[src/rtl/cost_monitor_pkg.sv]
// Shared types and constants for the training-loop cost monitor.
package cost_monitor_pkg;

    // Supervisor FSM states
    typedef enum logic [2:0] {
        IDLE    = 3'd0,
        RUN     = 3'd1,
        CAPTURE = 3'd2,
        CHECK   = 3'd3,
        DONE    = 3'd4
    } state_t;

    // Reason the run ended
    typedef enum logic [1:0] {
        STOP_NONE  = 2'b00,
        STOP_CONV  = 2'b01,
        STOP_MAXEP = 2'b10,
        STOP_STALL = 2'b11
    } stop_t;

    // Default fixed-point format (WIDTH=32, FRAC=24)
    localparam int unsigned DEF_WIDTH = 32;
    localparam int unsigned DEF_FRAC  = 24;
    localparam logic [DEF_WIDTH-1:0] ONE     = DEF_WIDTH'(1) << DEF_FRAC;
    localparam logic [DEF_WIDTH-1:0] MAX_POS = 32'h7FFF_FFFF;

endpackage

[src/rtl/cost_monitor_tracker.sv]
// Tracks the best epoch cost seen in a run and the run of non-improving epochs.
module cost_tracker
    import cost_monitor_pkg::*;
#(
    parameter int unsigned WIDTH    = 32,
    parameter int unsigned PATIENCE = 8
) (
    input  logic             clk,
    input  logic             rst,
    input  logic             clr,
    input  logic             judge,
    input  logic [WIDTH-1:0] cost,
    output logic             stall_c
);

    localparam int unsigned SW     = (PATIENCE < 2) ? 1 : $clog2(PATIENCE + 1);
    localparam int unsigned PAT_M1 = (PATIENCE == 0) ? 0 : PATIENCE - 1;
    localparam logic [WIDTH-1:0] MAX_POS_W = {1'b0, {(WIDTH-1){1'b1}}};

    logic [WIDTH-1:0] best_cost;
    logic [SW-1:0]    stall_cnt;
    logic             improve;

    // Strict signed improvement; an equal cost counts as a stall
    assign improve = $signed(cost) < $signed(best_cost);

    // This judgement would bring the non-improving streak up to PATIENCE
    assign stall_c = (PATIENCE != 0) && !improve && (stall_cnt == SW'(PAT_M1));

    // Best cost and streak update once per judged epoch; the streak saturates
    always_ff @(posedge clk) begin
        if (!rst || clr) begin
            best_cost <= MAX_POS_W;
            stall_cnt <= '0;
        end else if (judge) begin
            if (improve) begin
                best_cost <= cost;
                stall_cnt <= '0;
            end else if (stall_cnt != '1) begin
                stall_cnt <= stall_cnt + SW'(1);
            end
        end
    end

endmodule

[src/rtl/cost_monitor.sv]
// Training-loop supervisor downstream of cost_acc: epoch framing, capture and stop decision.
module cost_monitor
    import cost_monitor_pkg::*;
#(
    parameter int unsigned WIDTH     = 32,
    parameter int unsigned FRAC      = 24,
    parameter int unsigned N_SAMPLES = 4,
    parameter int unsigned SCW       = 8,
    parameter int unsigned MAX_EPOCH = 1000,
    parameter int unsigned EPW       = 16,
    parameter int unsigned PATIENCE  = 8
) (
    input  logic             clk,
    input  logic             rst,
    input  logic             start,
    input  logic             i_valid,
    input  logic [WIDTH-1:0] i_cost,
    input  logic [WIDTH-1:0] i_threshold,
    output logic             o_acc_en,
    output logic [WIDTH-1:0] o_epoch_cost,
    output logic             o_epoch_valid,
    output logic [EPW-1:0]   o_epoch_cnt,
    output logic             o_busy,
    output logic             o_done,
    output logic [1:0]       o_stop_code
);

    // Reject parameter sets the counters or fixed-point format cannot represent
    if (N_SAMPLES < 1 || MAX_EPOCH < 1 || FRAC >= WIDTH ||
        N_SAMPLES >= (1 << SCW) || MAX_EPOCH >= (1 << EPW)) begin : g_param_check
        $error("cost_monitor: illegal parameter combination");
    end

    state_t           state, state_d;
    logic [SCW-1:0]   sample_cnt, sample_cnt_d;
    logic [EPW-1:0]   epoch_cnt_d, epoch_inc;
    logic [WIDTH-1:0] epoch_cost_d;
    logic             epoch_valid_d, done_d;
    logic [1:0]       stop_code_d;
    logic             trk_clr, trk_judge, stall_c;
    logic             conv_c, maxep_c;

    assign epoch_inc = o_epoch_cnt + EPW'(1);
    assign conv_c    = $signed(o_epoch_cost) < $signed(i_threshold);
    assign maxep_c   = (epoch_inc == EPW'(MAX_EPOCH));

    // First sample of an epoch overwrites cost_acc's stale total
    assign o_acc_en = (state == RUN) && (sample_cnt != '0);
    assign o_busy   = (state == RUN) || (state == CAPTURE) || (state == CHECK);

    cost_tracker #(
        .WIDTH    (WIDTH),
        .PATIENCE (PATIENCE)
    ) u_tracker (
        .clk     (clk),
        .rst     (rst),
        .clr     (trk_clr),
        .judge   (trk_judge),
        .cost    (o_epoch_cost),
        .stall_c (stall_c)
    );

    // Next-state, counter and registered-output decode
    always_comb begin
        state_d       = state;
        sample_cnt_d  = sample_cnt;
        epoch_cnt_d   = o_epoch_cnt;
        epoch_cost_d  = o_epoch_cost;
        epoch_valid_d = 1'b0;
        done_d        = o_done;
        stop_code_d   = o_stop_code;
        trk_clr       = 1'b0;
        trk_judge     = 1'b0;

        case (state)
            IDLE: begin
                sample_cnt_d = '0;
                epoch_cnt_d  = '0;
                epoch_cost_d = '0;
                stop_code_d  = STOP_NONE;
                done_d       = 1'b0;
                trk_clr      = 1'b1;
                if (start) state_d = RUN;
            end
            RUN: begin
                if (i_valid) begin
                    if (sample_cnt == SCW'(N_SAMPLES - 1)) begin
                        sample_cnt_d = '0;
                        state_d      = CAPTURE;
                    end else begin
                        sample_cnt_d = sample_cnt + SCW'(1);
                    end
                end
            end
            CAPTURE: begin
                // cost_acc's registered total now includes the last sample
                epoch_cost_d  = i_cost;
                epoch_valid_d = 1'b1;
                state_d       = CHECK;
            end
            CHECK: begin
                trk_judge   = 1'b1;
                epoch_cnt_d = epoch_inc;
                if (conv_c) begin
                    stop_code_d = STOP_CONV;
                    done_d      = 1'b1;
                    state_d     = DONE;
                end else if (maxep_c) begin
                    stop_code_d = STOP_MAXEP;
                    done_d      = 1'b1;
                    state_d     = DONE;
                end else if (stall_c) begin
                    stop_code_d = STOP_STALL;
                    done_d      = 1'b1;
                    state_d     = DONE;
                end else begin
                    state_d     = RUN;
                end
            end
            DONE: begin
                if (start) begin
                    sample_cnt_d = '0;
                    epoch_cnt_d  = '0;
                    epoch_cost_d = '0;
                    stop_code_d  = STOP_NONE;
                    done_d       = 1'b0;
                    trk_clr      = 1'b1;
                    state_d      = RUN;
                end
            end
            default: state_d = IDLE;
        endcase
    end

    // State and registered outputs, synchronous active-low reset
    always_ff @(posedge clk) begin
        if (!rst) begin
            state         <= IDLE;
            sample_cnt    <= '0;
            o_epoch_cnt   <= '0;
            o_epoch_cost  <= '0;
            o_epoch_valid <= 1'b0;
            o_done        <= 1'b0;
            o_stop_code   <= STOP_NONE;
        end else begin
            state         <= state_d;
            sample_cnt    <= sample_cnt_d;
            o_epoch_cnt   <= epoch_cnt_d;
            o_epoch_cost  <= epoch_cost_d;
            o_epoch_valid <= epoch_valid_d;
            o_done        <= done_d;
            o_stop_code   <= stop_code_d;
        end
    end

endmodule

[config.mk]
export PLATFORM = sky130hd
export DESIGN_NAME = cost_monitor
export DESIGN_NICKNAME = d
export VERILOG_FILES = /design/src/rtl/cost_monitor_pkg.sv /design/src/rtl/cost_monitor_tracker.sv /design/src/rtl/cost_monitor.sv
export SDC_FILE = /design/constraint.sdc
export NUM_CORES = 1
export LEC_CHECK = 0
export BUFFER_PORTS_ARGS = -buffer_cell sky130_fd_sc_hd__buf_4
export CORE_AREA = 2 2 106 108
export DETAILED_ROUTE_END_ITERATION = 10
export DIE_AREA = 0 0 108 110
export GPL_ROUTABILITY_DRIVEN = 0
export GPL_TIMING_DRIVEN = 1
export PLACE_DENSITY = 0.81
export SLEW_MARGIN = 10
export SYNTH_ARGS = -nofsm -noshare
export SYNTH_HDL_FRONTEND = slang
export SYNTH_SLANG_ARGS = --single-unit
[constraint.sdc]
create_clock -name clk -period 2.7 [get_ports clk]
set_input_delay 0.27 -clock clk [delete_from_list [all_inputs] [get_ports clk]]
set_output_delay 0.27 -clock clk [all_outputs]
set_load 0.02 [all_outputs]
==> impl_metrics.yaml, run 1 <==
clocking:
  cts_tree: "done"
  clkTransAtPathRegs_ns: 0.10
  clock_tree.buffer_depth: 2
  cts_buffers: 9
  cts.sinks: 99
  clockRootBuffer: "clkbuf_8"
  clock_latency_ns: 0.38
  htree_levels: 3
  cts_resized: 0
grt:
  grt_max_degree: 33
  grt.overflow.total: 0
  track_usage_pct: 26.1
  grt_pass1_wl_microns: 24900
  grt_antenna_before_repair: 0
  grt_pass1_vias: 5497
min_path:
  min_from: "i_cost[25]"
  holdPathStages: 2
  hold_path_class: "primary input to flop"
  min_delay_worst_endpoint: "o_epoch_cost[25]"
die:
  dieHeight_microns: 110
  die_w_microns: 108
  coreArea_sq_um: 10700
  dieArea_sq_um: 11900
  start_util_pct: 53.6
  io_pins: 122
  rows: 38
critical_path:
  rrSetupSlack_ns: 0.18
  criticalPathCategory: "flop to flop"
  crit_arrival_ns: 2.82
  worstSetupEndpointType: "flop"
  ff2ff_path_depth: 9
  timing.rr.end: "u_tracker.best_cost[31]"
  required_ns: 3.01
  cp-start-kind: "flop"
  timing.rr.start: "o_epoch_cost[23]"
  worst-path-max-fanout: 32
final_layout:
  multiInputGateArea_sq_um: 3350
  syn2layout_area_growth_pct: 22.9
  fillers: 877
  final_core_util_pct: 65.8
  antenna_cells: 0
  layout.nets: 946
  fin_cells: 957
  ff_latch_area_sq_um: 1980
  final_layout_size_suffix_gt1_share_pct: 20.3
synthesis:
  synthTopCellsByCount: "99 x dfxtp_1, 77 x nand3_1, 71 x inv_1"
  synth_top_area_cell: "dfxtp_1"
  ys_ff_latch: 99
  synth_nets: 833
  synth.top_cells.by_area: "dfxtp_1 35%, ha_1 14%, nand3_1 6.7%, a22o_1 5.0%, inv_1 4.6%"
  syn_avg_cell_area_sq_um: 8.20
  synth_edf_count: 0
  synth_flop_cell: "dfxtp_1"
  synthCells: 699
  synthArstFlopShare_pct: 0
  yosys.area.top_type_share_pct: 34.6
  ys_seq_area_share_pct: 34.6
  yosysUniqueCellTypes: 61
  syn-cell-area_sq_um: 5730
  ys_warn_count: 0
  yosysMostFrequentCell: "dfxtp_1"
route:
  routed_wl_microns: 15600
  wl_per_cell_microns: 16.3
  via_per_inst: 5.96
  ant_nets: 0
  first_iter_violations: 314
  route.detailed.drc: 0
  vias: 5707
  firstDrtPassIters: 5
timing:
  setup_viol: 0
  fmax_mhz: 397
  final-hold-violation-count: 0
  fin_crit_sh_pct: 93.2
  slew_viol_final: 0
  worst_pin_slew_ns: 0.624
  rsz0062_at_grt: "false"
  fin_skew_ns: 0.0122
  relSlewSlack_pct: 58.4
  setup_tns_ns: 0
  min_period_ns: 2.52
pwr:
  p_total_mw: 2.68
  p_per_area_nw_per_um2: 380
  power.leakage_nw: 3.48
  peakVddDrop_uv: 355
placed_design:
  port_buffers: 121
  dp.cells: 938
  hpwlAfterDp_microns: 11300
job:
  cap_violations: 0
status:
  outcome: "complete, no violations"
## how the worst max path moves through the flow
| stage | end | slack, ns | from |
|---|---|---|---|
| floorplan | u_tracker.best_cost[13] | 0.40 | o_epoch_cost[31] |
| global placement | state[0] | 0.26 | i_threshold[13] |
| detailed placement | u_tracker.best_cost[12] | 0.16 | u_tracker.best_cost[30] |
| CTS | u_tracker.best_cost[7] | 0.14 | u_tracker.best_cost[30] |
| global route | u_tracker.best_cost[5] | 0.02 | u_tracker.best_cost[31] |
| finish | u_tracker.best_cost[31] | 0.18 | o_epoch_cost[23] |
## where the power goes
part | internal, mW | total [mW] | switching (mW) | leakage [nW]
sequential | 1.46 | 1.47 | 0.00497 | 0.799
clock | 0.479 | 1.01 | 0.528 | 0.106
combinational | 0.100 | 0.201 | 0.101 | 2.57
total | 2.04 | 2.68 | 0.635 | 3.48
## repair_timing
item                       in CTS  in global routing
hold buffers                    0                  0
setup buffers                   0                  3
setup endpoints to repair       0                 22
## metrics by stage
step | hold slack (ns) | instance area, sq um | setup WS, ns
floorplan | 0.403 | 5730 | 0.398
global placement | 0.463 | 6820 | 0.259
detailed placement | 0.478 | 6820 | 0.156
CTS | 0.0949 | 7020 | 0.144
global route | 0.102 | 7040 | 0.0153
finish | 0.105 | 7040 | 0.183
## area by class of cell
class	count	area share, %
Clock buffer	12	2.20
Inverter	72	3.84
Sequential cell	99	28.1
Timing Repair Buffer	138	15.1
Tap cell	140	2.49
Clock inverter	4	0.693
Multi-Input combinational cell	492	47.6
## cells by family after synthesis
| logic type | share of synthesized area [%] |
|---|---|
| adder cells (fa/ha/maj) | 14.4 |
| AND/OR/NAND/NOR | 20.2 |
| flip-flops | 34.6 |
| AO/OA/AOI/OAI | 22.2 |
| XOR/XNOR | 1.53 |
| buffers and inverters | 7.12 |
## registers in the layout, summed over array words and instances (netlist names)
name / flops
o_epoch_valid: 1
o_stop_code: 2
u_tracker.best_cost: 32
o_epoch_cost: 32
state: 3
o_epoch_cnt: 16
sample_cnt: 8
o_done: 1
u_tracker.stall_cnt: 4
## worst max-delay path, stage by stage, from the launching register on
cell and delay, ns:
dfxtp_1 0.47, ha_1 0.29, a21oi_1 0.18, o21ai_0 0.10, a221oi_1 0.33, and4b_1 0.31, a21o_1 0.16, buf_4 0.35
nand3_1 0.12, a21oi_1 0.12
## cells in the final DEF (no fill, tap or decap), types with 4 or more instances in the layout
master	count
and4_1	5
buf_4	136
o21ai_1	4
nor2_1	34
a311oi_1	6
nand4_1	16
a21o_1	8
nor3_1	13
xor2_1	7
inv_1	71
nand2_1	44
and3_1	7
nand3_1	77
ha_1	66
nand2b_1	6
dfxtp_1	99
a22o_1	33
clkbuf_8	11
o21a_1	5
a2111oi_0	4
and2_1	5
a31oi_1	4
a21oi_1	42
o21ai_0	52
## per-layer routing
metal  vias up  share of wire [%]  GRT usage, %
met5         -                  0             0
met4         0                2.1          11.0
met3        28                6.7          3.59
met2       227                 48          46.2
met1      2696                 43          31.8
li1       2756                  -             -
Note: power is estimated with default switching activity, not from simulation.
==> run 2: changes to the inputs <==
Settings changed: CELL_PAD_IN_SITES_DETAIL_PLACEMENT from default to 0, CELL_PAD_IN_SITES_GLOBAL_PLACEMENT from default to 1, CORE_AREA 2 2 106 108 to 2 2 122 124, DIE_AREA 0 0 108 110 to 0 0 124 126, PLACE_DENSITY 0.81 to 0.82.
==> impl_metrics.yaml, run 2 (synthesized netlist as in run 1, its figures left out) <==
clocking:
  cts_tree: "done"
  cts_setup_buffers: 0
  cts.sinks: 99
  clock_tree.buffer_depth: 2
  cts_buffers: 9
  clockRootBuffer: "clkbuf_16"
  clkTransAtPathRegs_ns: 0.07
  htree_levels: 3
  clock_latency_ns: 0.35
grt:
  met1_usage_pct: 26.0
  grt_busiest_layer: "met2"
  grt.overflow.total: 0
  globalRouteMet2Util_pct: 36.8
  grt_pass1_wl_microns: 26400
  grt_antenna_before_repair: 0
  grt_max_degree: 34
  grt_pass1_vias: 5504
  met3_usage_pct: 4.94
  track_usage_pct: 21.1
pwr:
  peakVddDrop_uv: 341
  p_per_area_nw_per_um2: 412
  p_total_mw: 2.99
  power.leakage_nw: 3.57
timing:
  slew_viol_final: 0
  setup_viol: 0
  fin_crit_sh_pct: 92.9
  rsz0062_at_grt: "false"
  relSlewSlack_pct: 56.9
  fin_skew_ns: 0.00719
  setup_tns_ns: 0
  min_period_ns: 2.51
  worst_pin_slew_ns: 0.646
  final-hold-violation-count: 0
  fmax_mhz: 399
route:
  wl_per_cell_microns: 16.1
  firstDrtPassIters: 5
  ant_nets: 0
  routed_wl_microns: 16200
  first_iter_violations: 302
  vias: 5580
  via_per_inst: 5.54
  route.detailed.drc: 0
min_path:
  min_from: "i_cost[0]"
  min_delay_worst_endpoint: "o_epoch_cost[0]"
  hold_path_class: "primary input to flop"
  holdPathStages: 2
placed_design:
  port_buffers: 121
  hpwlAfterDp_microns: 11600
  dp.cells: 992
final_layout:
  final_layout_size_suffix_gt1_share_pct: 21.2
  fin_cells: 1008
  reg.largest.list: "o_epoch_cost: 32 flops, u_tracker.best_cost: 32 flops, o_epoch_cnt: 16 flops"
  layout_commonest_cell: "buf_4"
  layout.nets: 953
  ff_latch_area_sq_um: 1980
  multiInputGateArea_sq_um: 3360
  final_core_util_pct: 50.7
  antenna_cells: 0
  final_cell_mix: "143 x buf_4, 99 x dfxtp_1, 77 x nand3_1"
  fillers: 1366
  syn2layout_area_growth_pct: 26.6
critical_path:
  worst-path-max-fanout: 6
  rrSetupSlack_ns: 0.19
  timing.rr.end: "state[0]"
  cp-startpoint: "o_epoch_cost[13]"
  crit_arrival_ns: 2.75
  required_ns: 2.95
  criticalPathCategory: "flop to flop"
  cp-start-kind: "flop"
  worstSetupEndpointType: "flop"
  timing.rr.start: "o_epoch_cost[13]"
  ff2ff_path_depth: 9
die:
  dieArea_sq_um: 15600
  dieHeight_microns: 126
  coreArea_sq_um: 14300
  die_w_microns: 124
  start_util_pct: 40.0
  io_pins: 122
  rows: 44
job:
  cap_violations: 0
status:
  outcome: "complete, no violations"
## run 2: cell types whose count changed in the layout (fill, tap and decap cells not counted), sizes merged
cell | previous run | this run
clkbuf | 12 | 9
clkinvlp | 0 | 2
inv | 71 | 72
buf | 138 | 145
## run 2: metrics by stage
stage	worst slack, ns	instance area (sq um)	hold slack [ns]
after floorplan	0.398	5730	0.403
after global placement	0.0532	6950	0.466
after detailed placement	0.0764	6950	0.478
after CTS	0.0492	7250	0.120
after global routing	0.0284	7260	0.123
final	0.192	7260	0.132
## run 2: final cells by class
class / count / area share [%]
clock inverter: 7 / 1.05
clock buffer: 9 / 3.10
timing repair buffer: 145 / 15.3
sequential: 99 / 27.3
tap: 184 / 3.17
multi-input combinational: 492 / 46.3
inverter: 72 / 3.72
## run 2: worst max path at each step
stage / endpoint / slack (ns) / cells past startpoint
2_1_floorplan: u_tracker.best_cost[13] / 0.40 / 9
3_3_place_gp: state[0] / 0.05 / 10
3_5_place_dp: state[0] / 0.08 / 10
4_1_cts: state[0] / 0.05 / 10
5_1_grt: o_stop_code[1] / 0.03 / 10
6_report: state[0] / 0.19 / 9
## run 2: routing by layer
metal  vias up  share of wire (%)
met1      2637                 44
met4         0                1.2
li1       2767                  -
met3        19                5.9
met5         -                  0
met2       157                 49
## run 2: what timing repair did
action / in CTS / in global routing
resized for setup: 0 / 2
hold buffers: 0 / 0
setup endpoints to repair: 0 / 5
## run 2: worst max-delay path: stages, from the launching register on
cell	delay [ns]
dfxtp_1	0.45
ha_1	0.29
a21o_1	0.18
a21o_1	0.17
a221o_1	0.31
o311ai_1	0.32
a21oi_1	0.16
buf_4	0.19
and3_1	0.18
a22o_1	0.17
## run 2: power breakdown
group          switching [mW]  internal [mW]  total (mW)  leakage, nW
registers             0.00463           1.46        1.47        0.799
logic                   0.101         0.0977       0.199         2.63
clock network           0.605          0.724        1.33        0.142
